**config.mk**
```make
export PLATFORM = sky130hd
export DESIGN_NAME = aead_ctrl_param
export DESIGN_NICKNAME = d
export VERILOG_FILES = /design/src/rtl/aead_ctrl_param.sv
export SDC_FILE = /design/constraint.sdc
export NUM_CORES = 1
export LEC_CHECK = 0
export CAP_MARGIN = 20
export CORE_MARGIN = 5
export CORE_UTILIZATION = 52
export DETAILED_ROUTE_END_ITERATION = 6
export GPL_TIMING_DRIVEN = 0
export PLACE_DENSITY = 0.78
export SYNTH_ARGS = -nofsm -noshare
export SYNTH_HDL_FRONTEND = slang
export SYNTH_SLANG_ARGS = --single-unit
```
**constraint.sdc**
```tcl
create_clock -name i_clk -period 5.9 [get_ports i_clk]
set_input_delay 1.475 -clock i_clk [delete_from_list [all_inputs] [get_ports i_clk]]
set_output_delay 1.475 -clock i_clk [all_outputs]
set_load 0.02 [all_outputs]
```
**src/rtl/aead_ctrl_param.sv**
```systemverilog
// rtl/aead_ctrl_param.sv - parametrised sponge AEAD control FSM
// Sequences key/nonce load, AD/data absorption, permutations and tag output/verification.
module aead_ctrl_param #(
  parameter int W          = 32,
  parameter int KEY_WORDS  = 4,
  parameter int NPUB_WORDS = 4,
  parameter int BLK_WORDS  = 4,
  parameter int TAG_WORDS  = 4,
  parameter int CW         = 3,
  localparam int NB        = W / 8,
  localparam int SW        = $clog2(NB) + 1
) (
  input  logic          i_clk,
  input  logic          i_rst_n,
  input  logic          i_key_update,
  input  logic          i_key_valid,
  output logic          o_key_ready,
  input  logic          i_bdi_valid,
  output logic          o_bdi_ready,
  input  logic [3:0]    i_bdi_type,
  input  logic          i_bdi_eot,
  input  logic          i_bdi_eoi,
  input  logic [SW-1:0] i_bdi_size,
  input  logic          i_decrypt,
  input  logic          i_bdo_ready,
  output logic          o_bdo_valid,
  output logic [NB-1:0] o_bdo_valid_bytes,
  output logic          o_end_of_block,
  input  logic          i_msg_auth_ready,
  output logic          o_msg_auth_valid,
  output logic          o_msg_auth,
  input  logic          i_perm_done,
  input  logic          i_tag_match,
  output logic          o_perm_start,
  output logic          o_en_key,
  output logic          o_en_npub,
  output logic          o_en_bdi,
  output logic          o_clr_bdi,
  output logic          o_en_state,
  output logic          o_init_state,
  output logic          o_sel_tag,
  output logic [1:0]    o_ctrl_word,
  output logic [CW-1:0] o_word_idx,
  output logic          o_pad_blk
);

  typedef enum logic [3:0] {
    S_IDLE, S_LD_KEY, S_LD_NPUB, S_INIT, S_INIT_WAIT, S_ABSORB, S_PERM,
    S_OUT, S_PERM_WAIT, S_PRE_TAG, S_TAG_WAIT, S_OUT_TAG, S_LD_TAG, S_VERIFY
  } state_t;

  localparam logic [CW-1:0] KEY_LAST  = CW'(KEY_WORDS - 1);
  localparam logic [CW-1:0] NPUB_LAST = CW'(NPUB_WORDS - 1);
  localparam logic [CW-1:0] BLK_LAST  = CW'(BLK_WORDS - 1);
  localparam logic [CW-1:0] TAG_LAST  = CW'(TAG_WORDS - 1);
  localparam logic [7:0]    FULL_BYTES = 8'(BLK_WORDS * NB);

  state_t                       r_state, w_next;
  logic [CW-1:0]                r_idx, w_idx_next;
  logic [CW-1:0]                r_last_idx;
  logic                         r_decrypt, r_eoi, r_eot, r_is_ad, r_fail;
  logic [7:0]                   r_accum;
  logic [BLK_WORDS-1:0][SW-1:0] r_sizes;
  logic [SW-1:0]                w_cur_size;
  logic                         w_pad;

  assign w_pad = (r_accum != FULL_BYTES) || (r_accum == 8'd0);

  always_ff @(posedge i_clk or negedge i_rst_n) begin
    if (!i_rst_n) begin
      r_state <= S_IDLE;
      r_idx <= '0;
    end else begin
      r_state <= w_next;
      r_idx <= w_idx_next;
    end
  end

  // Block bookkeeping: flags are rebuilt at INIT so nothing leaks between messages.
  always_ff @(posedge i_clk or negedge i_rst_n) begin
    if (!i_rst_n) begin
      r_last_idx <= '0;
      r_decrypt <= 1'b0;
      r_eoi <= 1'b0;
      r_eot <= 1'b0;
      r_is_ad <= 1'b0;
      r_fail <= 1'b0;
      r_accum <= 8'd0;
      r_sizes <= '0;
    end else begin
      case (r_state)
        S_LD_NPUB: begin
          if (i_bdi_valid && r_idx == NPUB_LAST) begin
            r_decrypt <= i_decrypt;
            r_eoi <= i_bdi_eoi & i_bdi_eot;
          end
        end
        S_INIT: begin
          r_accum <= 8'd0;
          r_fail <= 1'b0;
          r_eot <= 1'b0;
          r_is_ad <= 1'b0;
        end
        S_ABSORB: begin
          if (i_bdi_valid) begin
            r_accum <= r_accum + 8'(i_bdi_size);
            for (int i = 0; i < BLK_WORDS; i++) begin
              if (r_idx == CW'(i)) r_sizes[i] <= i_bdi_size;
            end
            r_is_ad <= (i_bdi_type == 4'b0001);
            r_eot <= i_bdi_eot;
            r_eoi <= i_bdi_eoi & i_bdi_eot;
            if (r_idx == BLK_LAST || i_bdi_eot) r_last_idx <= r_idx;
          end
        end
        S_PERM_WAIT: begin
          if (i_perm_done) r_accum <= 8'd0;
        end
        S_LD_TAG: begin
          if (i_bdi_valid) r_fail <= r_fail | ~i_tag_match;
        end
        S_VERIFY: begin
          if (i_msg_auth_ready) begin
            r_fail <= 1'b0;
            r_decrypt <= 1'b0;
            r_eoi <= 1'b0;
          end
        end
        default: ;
      endcase
    end
  end

  always_comb begin
    w_cur_size = '0;
    for (int i = 0; i < BLK_WORDS; i++) begin
      if (r_idx == CW'(i)) w_cur_size = r_sizes[i];
    end
  end

  always_comb begin
    w_next = r_state;
    w_idx_next = r_idx;
    o_key_ready = 1'b0;
    o_bdi_ready = 1'b0;
    o_bdo_valid = 1'b0;
    o_bdo_valid_bytes = '1;
    o_end_of_block = 1'b0;
    o_msg_auth_valid = 1'b0;
    o_msg_auth = 1'b0;
    o_perm_start = 1'b0;
    o_en_key = 1'b0;
    o_en_npub = 1'b0;
    o_en_bdi = 1'b0;
    o_clr_bdi = 1'b0;
    o_en_state = 1'b0;
    o_init_state = 1'b0;
    o_sel_tag = 1'b0;
    o_ctrl_word = 2'b00;
    o_word_idx = r_idx;
    o_pad_blk = 1'b0;
    case (r_state)
      S_IDLE: begin
        if (i_key_update && i_key_valid) w_next = S_LD_KEY;
        else if (i_bdi_valid) w_next = S_LD_NPUB;
      end
      S_LD_KEY: begin
        if (i_key_valid) begin
          o_key_ready = 1'b1;
          o_en_key = 1'b1;
          if (r_idx == KEY_LAST) begin
            w_idx_next = '0;
            w_next = S_LD_NPUB;
          end else w_idx_next = r_idx + CW'(1);
        end
      end
      S_LD_NPUB: begin
        if (i_bdi_valid) begin
          o_bdi_ready = 1'b1;
          o_en_npub = 1'b1;
          if (r_idx == NPUB_LAST) begin
            w_idx_next = '0;
            w_next = S_INIT;
          end else w_idx_next = r_idx + CW'(1);
        end
      end
      S_INIT: begin
        o_init_state = 1'b1;
        o_en_state = 1'b1;
        o_perm_start = 1'b1;
        w_next = S_INIT_WAIT;
      end
      S_INIT_WAIT: begin
        if (i_perm_done) w_next = r_eoi ? S_PRE_TAG : S_ABSORB;
      end
      S_ABSORB: begin
        o_pad_blk = w_pad;
        if (i_bdi_valid) begin
          o_bdi_ready = 1'b1;
          o_en_bdi = 1'b1;
          if (r_idx == BLK_LAST || i_bdi_eot) begin
            w_idx_next = '0;
            w_next = S_PERM;
          end else w_idx_next = r_idx + CW'(1);
        end
      end
      S_PERM: begin
        o_pad_blk = w_pad;
        if (r_is_ad) begin
          o_ctrl_word = 2'b01;
          o_en_state = 1'b1;
          o_perm_start = 1'b1;
          w_next = S_PERM_WAIT;
        end else w_next = S_OUT;
      end
      S_OUT: begin
        o_pad_blk = w_pad;
        o_bdo_valid = 1'b1;
        o_bdo_valid_bytes = ~({NB{1'b1}} >> w_cur_size);
        o_end_of_block = (r_idx == r_last_idx) && r_eot;
        if (i_bdo_ready) begin
          if (r_idx == r_last_idx) begin
            w_idx_next = '0;
            // The final data block is absorbed by the tag permutation instead.
            if (!r_eoi) begin
              o_ctrl_word = 2'b10;
              o_en_state = 1'b1;
              o_perm_start = 1'b1;
              w_next = S_PERM_WAIT;
            end else w_next = S_PRE_TAG;
          end else w_idx_next = r_idx + CW'(1);
        end
      end
      S_PERM_WAIT: begin
        if (i_perm_done) begin
          o_clr_bdi = 1'b1;
          w_next = r_eoi ? S_PRE_TAG : S_ABSORB;
        end
      end
      S_PRE_TAG: begin
        o_en_state = 1'b1;
        o_perm_start = 1'b1;
        w_next = S_TAG_WAIT;
      end
      S_TAG_WAIT: begin
        if (i_perm_done) w_next = r_decrypt ? S_LD_TAG : S_OUT_TAG;
      end
      S_OUT_TAG: begin
        o_sel_tag = 1'b1;
        o_bdo_valid = 1'b1;
        o_end_of_block = (r_idx == TAG_LAST);
        if (i_bdo_ready) begin
          if (r_idx == TAG_LAST) begin
            w_idx_next = '0;
            w_next = S_IDLE;
          end else w_idx_next = r_idx + CW'(1);
        end
      end
      S_LD_TAG: begin
        if (i_bdi_valid) begin
          o_bdi_ready = 1'b1;
          o_en_bdi = 1'b1;
          if (r_idx == TAG_LAST) begin
            w_idx_next = '0;
            w_next = S_VERIFY;
          end else w_idx_next = r_idx + CW'(1);
        end
      end
      S_VERIFY: begin
        o_msg_auth_valid = 1'b1;
        o_msg_auth = ~r_fail;
        if (i_msg_auth_ready) w_next = S_IDLE;
      end
      default: w_next = S_IDLE;
    endcase
  end

endmodule

```
### After elaboration in Yosys (flattened, before gate mapping)

Cells that the tools add are included.

| cells by class | value |
|---|---|
| add/sub/neg operators | 2 |
| equal/unequal tests | 38 |
| shift-type cells | 1 |
| muxes and demuxes | 76 |
| bitwise operators | 5 |
| reductions and logical operators | 33 |

Operators by type and width:

| operator | number |
|---|---|
| $mux 4 | 20 |
| $pmux 4 s13 | 1 |
| $mux 3 | 13 |
| $ne 2x2->1 const B | 16 |
| $mux 1 | 27 |
| $eq 4x4->1 const B | 6 |
| $pmux 8 s3 | 1 |
| $reduce_and 3->1 | 8 |
| $eq 4x3->1 const B | 4 |
| $mux 8 | 2 |
| $reduce_and 16->1 | 1 |
| $pmux 3 s5 | 1 |
| $reduce_or 2->1 | 5 |
| $pmux 1 s3 | 3 |
| $reduce_bool 3->1 | 3 |
| $add 8x3->8 | 1 |
| $eq 4x1->1 const B | 2 |
| $eq 4x2->1 const B | 2 |
| $logic_not 8->1 | 1 |
| $ne 8x5->1 const B | 1 |
| $pmux 1 s2 | 4 |
| $eq 3x2->1 const B | 2 |
| $mux 2 | 3 |
| $reduce_and 6->1 | 1 |
| 20 further kinds | 27 |

| word-level totals | value |
|---|---|
| register bits | 35 |
| input port bits | 19 |
| output and inout bits | 24 |
| logic and storage cells | 168 |

### Depth between registers and ports, before layout

| depth | value |
|---|---|
| word-level depth | 8 |
| gate-level depth with buffers | 8 |
| gate-level depth less buffers | 7 |

### Least setup slack after synthesis

No wires, ideal clock.

| timing path | value |
|---|---|
| path kind | input-to-output |
| start point | input i_bdo_ready |
| end point | output o_perm_start |
| data arrival time | 2.403 ns |
| data required time | 4.425 ns |
| setup slack | 2.022 ns |
| stages | 3 |
| path buffers | 1 |
| cells stage by stage | and3_1 or3_1 buf_4 |

| on the way | value |
|---|---|
| word-level cells in the longest chain between the ends | 2 |

Ends and longest elaborated chain:

| item | RTL line | text |
|---|---|---|
| start: declaration | 25 | `input logic i_bdo_ready,` |
| $mux 1 | -- |  |
| $pmux 1 s3 | -- |  |
| end: declaration | 34 | `output logic o_perm_start,` |

No other way between the ends.

### Worst setup path after layout

| timing path | value |
|---|---|
| start point | input i_bdo_ready |
| end point | output o_perm_start |

| on the way | value |
|---|---|
| word-level cells in the longest chain between the ends | 2 |

Ends and longest elaborated chain:

| item | RTL line | text |
|---|---|---|
| $mux 1 | 221 | `if (i_bdo_ready) begin` |
| $pmux 1 s3 | 162 | `case (r_state)` |

No other way between the ends.

==> flow_summary_export.csv <==
group,metric,value,unit
status,outcome,"complete, no violations",
die,fp-row-count,25,
route,drt_wl_total,6.43,mm
global_routing,overflow,0,
die,num_io_pins,43,
worst_setup_path,crit_fanout,3,
worst_setup_path,cp_slowest_stage_delay,0.53,ns
placed_design,dpl_cell_area,0.00296,sq mm
die,core,0.00466,sq mm
timing,fmax,0.215,GHz
yosys,async_flop_share,1.00,
worst_setup_path,ff2ff_path_depth,6,
timing,slew_violations,0,
die,initial_utilization,0.531,
worst_setup_path,cp-endpoint,"o_perm_start",
placed_design,io_buffers,42,
cells_and_area,drive_gt1_frac,0.147,
cells_and_area,utilization,0.660,
cts,cts_tree,"built",
placed_design,place_ws,1.25,ns
yosys,synth_edf_count,0,
worst_setup_path,worstReg2RegEnd,"r_state[3]",
cts,ctsHoldBuffers,0,
worst_setup_path,r2r_start,"o_word_idx[1]",
cts,clockBufferDepth,2,
cells_and_area,antenna_cells,0,
route,ant_nets,0,
yosys,ys_warn_count,0,
route,firstDrtPassIters,6,
cts,ctsResizeCount,0,
cells_and_area,final_nets,341,
yosys,netlist_instances,263,
global_routing,grt_usage,0.217,
yosys,synth_area_leaders,"dfrtp_1 35%, mux2_2 6.4%, ha_1 4.6%",
cts,clock-root-buffer,"clkbuf_8",
timing,timing.setup.tns,0,ns
yosys,avgSynthCellArea,9.41,sq um
yosys,synth_cell_types,60,
power,p_int,0.862,mW
worst_setup_path,crit_required,4.43,ns
route,wl_per_cell,17.5,microns
power,p_leak,1.36,nW
timing,grt_setup_unrepaired,"false",
cells_and_area,stdcell_area,0.00307,sq mm
yosys,ys.flop_type,"dfrtp_1",
worst_setup_path,cp.depth,5,
die,die_height,79.0,microns
worst_setup_path,path_cells,"clkdlybuf4s50_1 > and3_1 > or3_1 > buf_4 > clkdlybuf4s50_1",
worst_setup_path,cp_slowest_cell,"clkdlybuf4s50_1",
cells_and_area,nFillCells,391,
power,seqPwrFrac,0.252,
cells_and_area,area_delta_synth_final,24.3,%
cells_and_area,fin_cells,367,
worst_setup_path,arrival,3.18,ns
timing,tightest_slew,0.781,ns
timing,hold_viol,0,
job,drv_cap,0,
timing,finalCritPeriodShare,0.790,
yosys,netlist_area,0.00247,sq mm
global_routing,grt_max_degree,36,
worst_setup_path,path_buf_inv,3,
route,vias,2272,
power,combPwrFrac,0.600,
worst_setup_path,cp-start-kind,"input pin",
yosys,yosysSeqAreaShare,0.354,
global_routing,grt_pass1_wl,10.6,mm
worst_setup_path,worst-setup-path-type,"in -> out",
yosys,synth_top_area_frac,0.354,
placed_design,placed_cells,359,
cts,ctsHtreeMaxLevel,2,
route,drcViolationCount,0,
worst_setup_path,r2r_setup_slack,3.76,ns
power,p_sw_frac,0.431,
route,viasPerCell,6.19,
route,drt_iter0_markers,249,
timing,fin_skew,0.00526,ns
yosys,yosysTopAreaCell,"dfrtp_1",
power,p_per_area,493,mW/mm^2
placed_design,gp_congestion,0.948,
min_path,hp-class,"reg -> reg",
worst_setup_path,setup.worst_path.start,"i_bdo_ready",
timing,relSlewSlack,0.479,
yosys,synth_most_common_cell,"dfrtp_1",
cts,numCtsBuffers,5,
cts,post_cts_buffers,0,
power,clockPowerShare,0.148,
timing,finalWorstSetupSlack,1.24,ns
cts,clk_pin_slew,0.07,ns
yosys,syn-num-nets,292,
worst_setup_path,cp-end-kind,"output port",
global_routing,grt_pass1_vias,2219,
die,dieArea,0.00624,sq mm
timing,setup_viol,0,
die,die_w,79.0,microns
worst_setup_path,critical_path.top_delay_family,"buffers and inverters",
timing,period_needed,4.66,ns
worst_setup_path,crit_top_cell,"clkdlybuf4s50_1",
power,peakVddDrop,254,uV
yosys,yosys-top-cells-count,"35 x dfrtp_1, 23 x nand2_1, 16 x nor2_1, 14 x a21oi_1, 14 x mux2_2",
power,switching_power,0.653,mW
cts,clk_latency,0.29,ns
placed_design,post-dp-hpwl,4.89,mm
global_routing,antenna_found_initial,0,
yosys,ys_ff_latch,35,
cts,cts.sinks,35,
[area by class of cell]
type	instances	area, sq um	area share
Tap cell	54	67.6	0.0220
Clock buffer	6	82.6	0.0269
Clock inverter	2	35.0	0.0114
Inverter	13	48.8	0.0159
Buffer	15	105	0.0342
Timing Repair Buffer	42	415	0.135
Sequential cell	35	876	0.285
Multi-Input combinational cell	200	1440	0.470
[layer usage]
metal	global-route usage	wire, microns	vias up
li1	-	-	1061
met1	0.288	2800	1079
met2	0.354	3010	116
met3	0.0454	492	16
met4	0.0687	136	0
met5	0	0	-
[worst reg2reg max path: cells and delay by family (launching register included)]
family,cells,cell delay (ns)
AO/OA/AOI/OAI,1,0.12
AND/OR/NAND/NOR,2,0.68
multiplexers,1,0.32
adder cells (fa/ha/maj),2,0.47
flip-flops,1,0.46
[cells in the final DEF, fill, tap and decap left out, types with 4 or more instances in the layout]
cell type         n
clkdlybuf4s50_1  41
dfrtp_1          35
nand2_1          23
nor2_1           16
a21oi_1          14
mux2_2           14
inv_1            13
o21ai_0          10
xnor2_1           9
nand3_1           9
ha_1              9
nand2b_1          8
a22o_1            6
clkbuf_8          6
nor2b_1           5
nor4b_1           5
a211oi_1          5
buf_4             4
buf_2             4
buf_6             4
clkbuf_1          4
nor3_1            4
[worst min path at each step]
stage / to / from / cells past startpoint / slack (ns)
after detailed placement: r_sizes[8] / r_sizes[8] / 1 / 0.49
after floorplan: r_eot / r_eot / 1 / 0.47
after global placement: r_sizes[1] / r_sizes[1] / 1 / 0.48
final: r_sizes[0] / r_sizes[0] / 1 / 0.51
after CTS: r_sizes[1] / r_sizes[1] / 1 / 0.51
after global routing: r_sizes[1] / r_sizes[1] / 1 / 0.52
[registers in the layout, summed over array words and instances, names as in the netlist]
| name | flops |
|---|---|
| r_is_ad | 1 |
| r_state | 4 |
| r_sizes | 12 |
| r_decrypt | 1 |
| r_last_idx | 3 |
| r_eot | 1 |
| r_fail | 1 |
| r_eoi | 1 |
| o_word_idx | 3 |
| r_accum | 8 |
[cells by family after synthesis]
family	after synthesis	synth area share
compound gates	66	0.189
buf+inv	28	0.0622
fa+ha+maj	10	0.0536
flops	35	0.354
xor+xnor	11	0.0390
mux	19	0.0900
simple gates	94	0.212
[power groups by stage]
stage,clock (mW),sequential (mW),combinational (mW)
finish,0.225,0.381,0.909
detailed placement,0,0.384,0.893
global placement,0,0.379,0.882
global route,0.237,0.391,0.981
floorplan,0,0.378,0.635
CTS,0.227,0.380,0.899
[through the flow]
step	total power, mW	hold WS [ns]
after floorplan	1.01	0.466
after global placement	1.26	0.479
after detailed placement	1.28	0.487
after CTS	1.51	0.509
after global routing	1.61	0.518
final	1.51	0.508
No activity file was read; power rests on OpenSTA's default activity.
==> RTL edit (config.mk and constraints unchanged) <==
Set the parameter `BLK_WORDS` to 2 (it was 4).
--- a/src/rtl/aead_ctrl_param.sv
+++ b/src/rtl/aead_ctrl_param.sv
@@ -4,7 +4,7 @@
   parameter int W          = 32,
   parameter int KEY_WORDS  = 4,
   parameter int NPUB_WORDS = 4,
-  parameter int BLK_WORDS  = 4,
+  parameter int BLK_WORDS  = 2,
   parameter int TAG_WORDS  = 4,
   parameter int CW         = 3,
   localparam int NB        = W / 8,
Behaviour: not the same (Yosys sat finds a counterexample within 10 cycles, from zero or initial values and one cycle with i_rst_n low).
==> RTL edit against the unedited design <==
- hold slack is essentially flat
- sequential cell count shrank 6
- die area shrank 14%
- count of clock-buffer cells in the layout grew 1
- design area shrank 12%
- routed wire length shrank 13%
- via count shrank 13%
- sequential power shrank 10%
- synthesized area shrank 16%
- non-clock buffer count shrank 3
- sequential share of layout area shrank 1.8 points
- worst setup slack lost 0.096 ns
- global-route usage grew 1.1 points
- total power shrank 7.0%
- critical path type unchanged
- largest cell class unchanged
- largest power group unchanged
==> RTL edit: results <==
[placement]
hpwl_microns = 4370
placed_cells = 330
place_congestion = 0.911
dpl_cell_area_sq_um = 2600

[critical_path]
endpoint = "o_bdi_ready"
cp_max_fo = 7
reg2reg_slack_ns = 3.68
worstPathArrival_ns = 3.28
max_stage_delay_ns = 0.55
startpoint = "i_bdi_valid"
crit-reg2reg-launch = "r_state[2]$_DFFE_PN0P_"

[cells_and_area]
multi_input_area_share = 0.463
nClkBuffers = 7
reg_top3 = "r_accum x8, r_sizes x6, r_state x4"
fillCellCount = 347
sh_seq_area = 0.267
drive_gt1_frac = 0.111
syn_to_final_growth_pct = 30.0
buffers_excl_clock = 54
clk_share = 0.0429

[logic_synthesis]
synth_common_cells = "dfrtp_1, nand2_1, a21oi_1"
synth.net_count = 265
ys_ff_latch = 29
synth_area_leaders = "dfrtp_1, mux2_2, ha_1, nand2_1, a21oi_1"
yosysSeqAreaShare = 0.348
yosysUniqueCellTypes = 53
netlist_instances = 237

[grt]
met3_usage = 0.0451
grt_pass1_wl_microns = 9430
grt.met1_usage = 0.324
use_met2 = 0.357
grt_usage = 0.228
grt_pass1_vias = 1874
antenna_found_initial = 0
grt_max_degree = 21

[run_status]
status = "finished clean"

[timing]
fin_hold_ws_ns = 0.508
slew_headroom = 0.563
fin_skew_ns = 0.00635
layout_worst_path_cycle_share = 0.806

[worst_hold_path]
min_from = "r_last_idx[0]$_DFFE_PN0P_"
hold_end = "r_last_idx[0]$_DFFE_PN0P_"
hold_path_depth = 2

[floorplan]
core-area_sq_um = 3940

[drt]
wl_per_cell_microns = 16.6
drt-total-wl_microns = 5600
first_iter_violations = 114
drtPass1Iterations = 5

[power_and_ir_drop]
power_sequential_w = 0.000342
irDropWorstVdd_v = 0.000296
pwr-share-seq = 0.242
p_int_w = 0.000784
p_leak_nw = 1.19
clock_power_share = 0.152
RTL edit: cell types whose count changed after synthesis, sizes merged, moves of 3 or more:
cell | unedited run | this run
dfrtp | 35 | 29
mux2 | 17 | 11
nand2b | 9 | 3
a21oi | 14 | 18
o21ai | 10 | 14
a22oi | 3 | 0
buf | 11 | 8
mux2i | 2 | 5
nand3 | 9 | 6
nor4b | 5 | 2
xnor2 | 9 | 6
RTL edit: logic make-up (layout without fill, tap and decap cells):
family,after synthesis,after routing,share of synthesized area
adder cells (fa/ha/maj),9,9,0.0575
flip-flops,29,29,0.348
AND/OR/NAND/NOR,88,88,0.227
buffers and inverters,24,75,0.0503
AO/OA/AOI/OAI,62,62,0.197
XOR/XNOR,9,9,0.0377
multiplexers,16,16,0.0833
RTL edit: metal layers:
metal,up-vias,part of all wire
met5,-,0
met4,0,0.0098
met3,7,0.075
met2,83,0.47
met1,926,0.44
li1,961,-
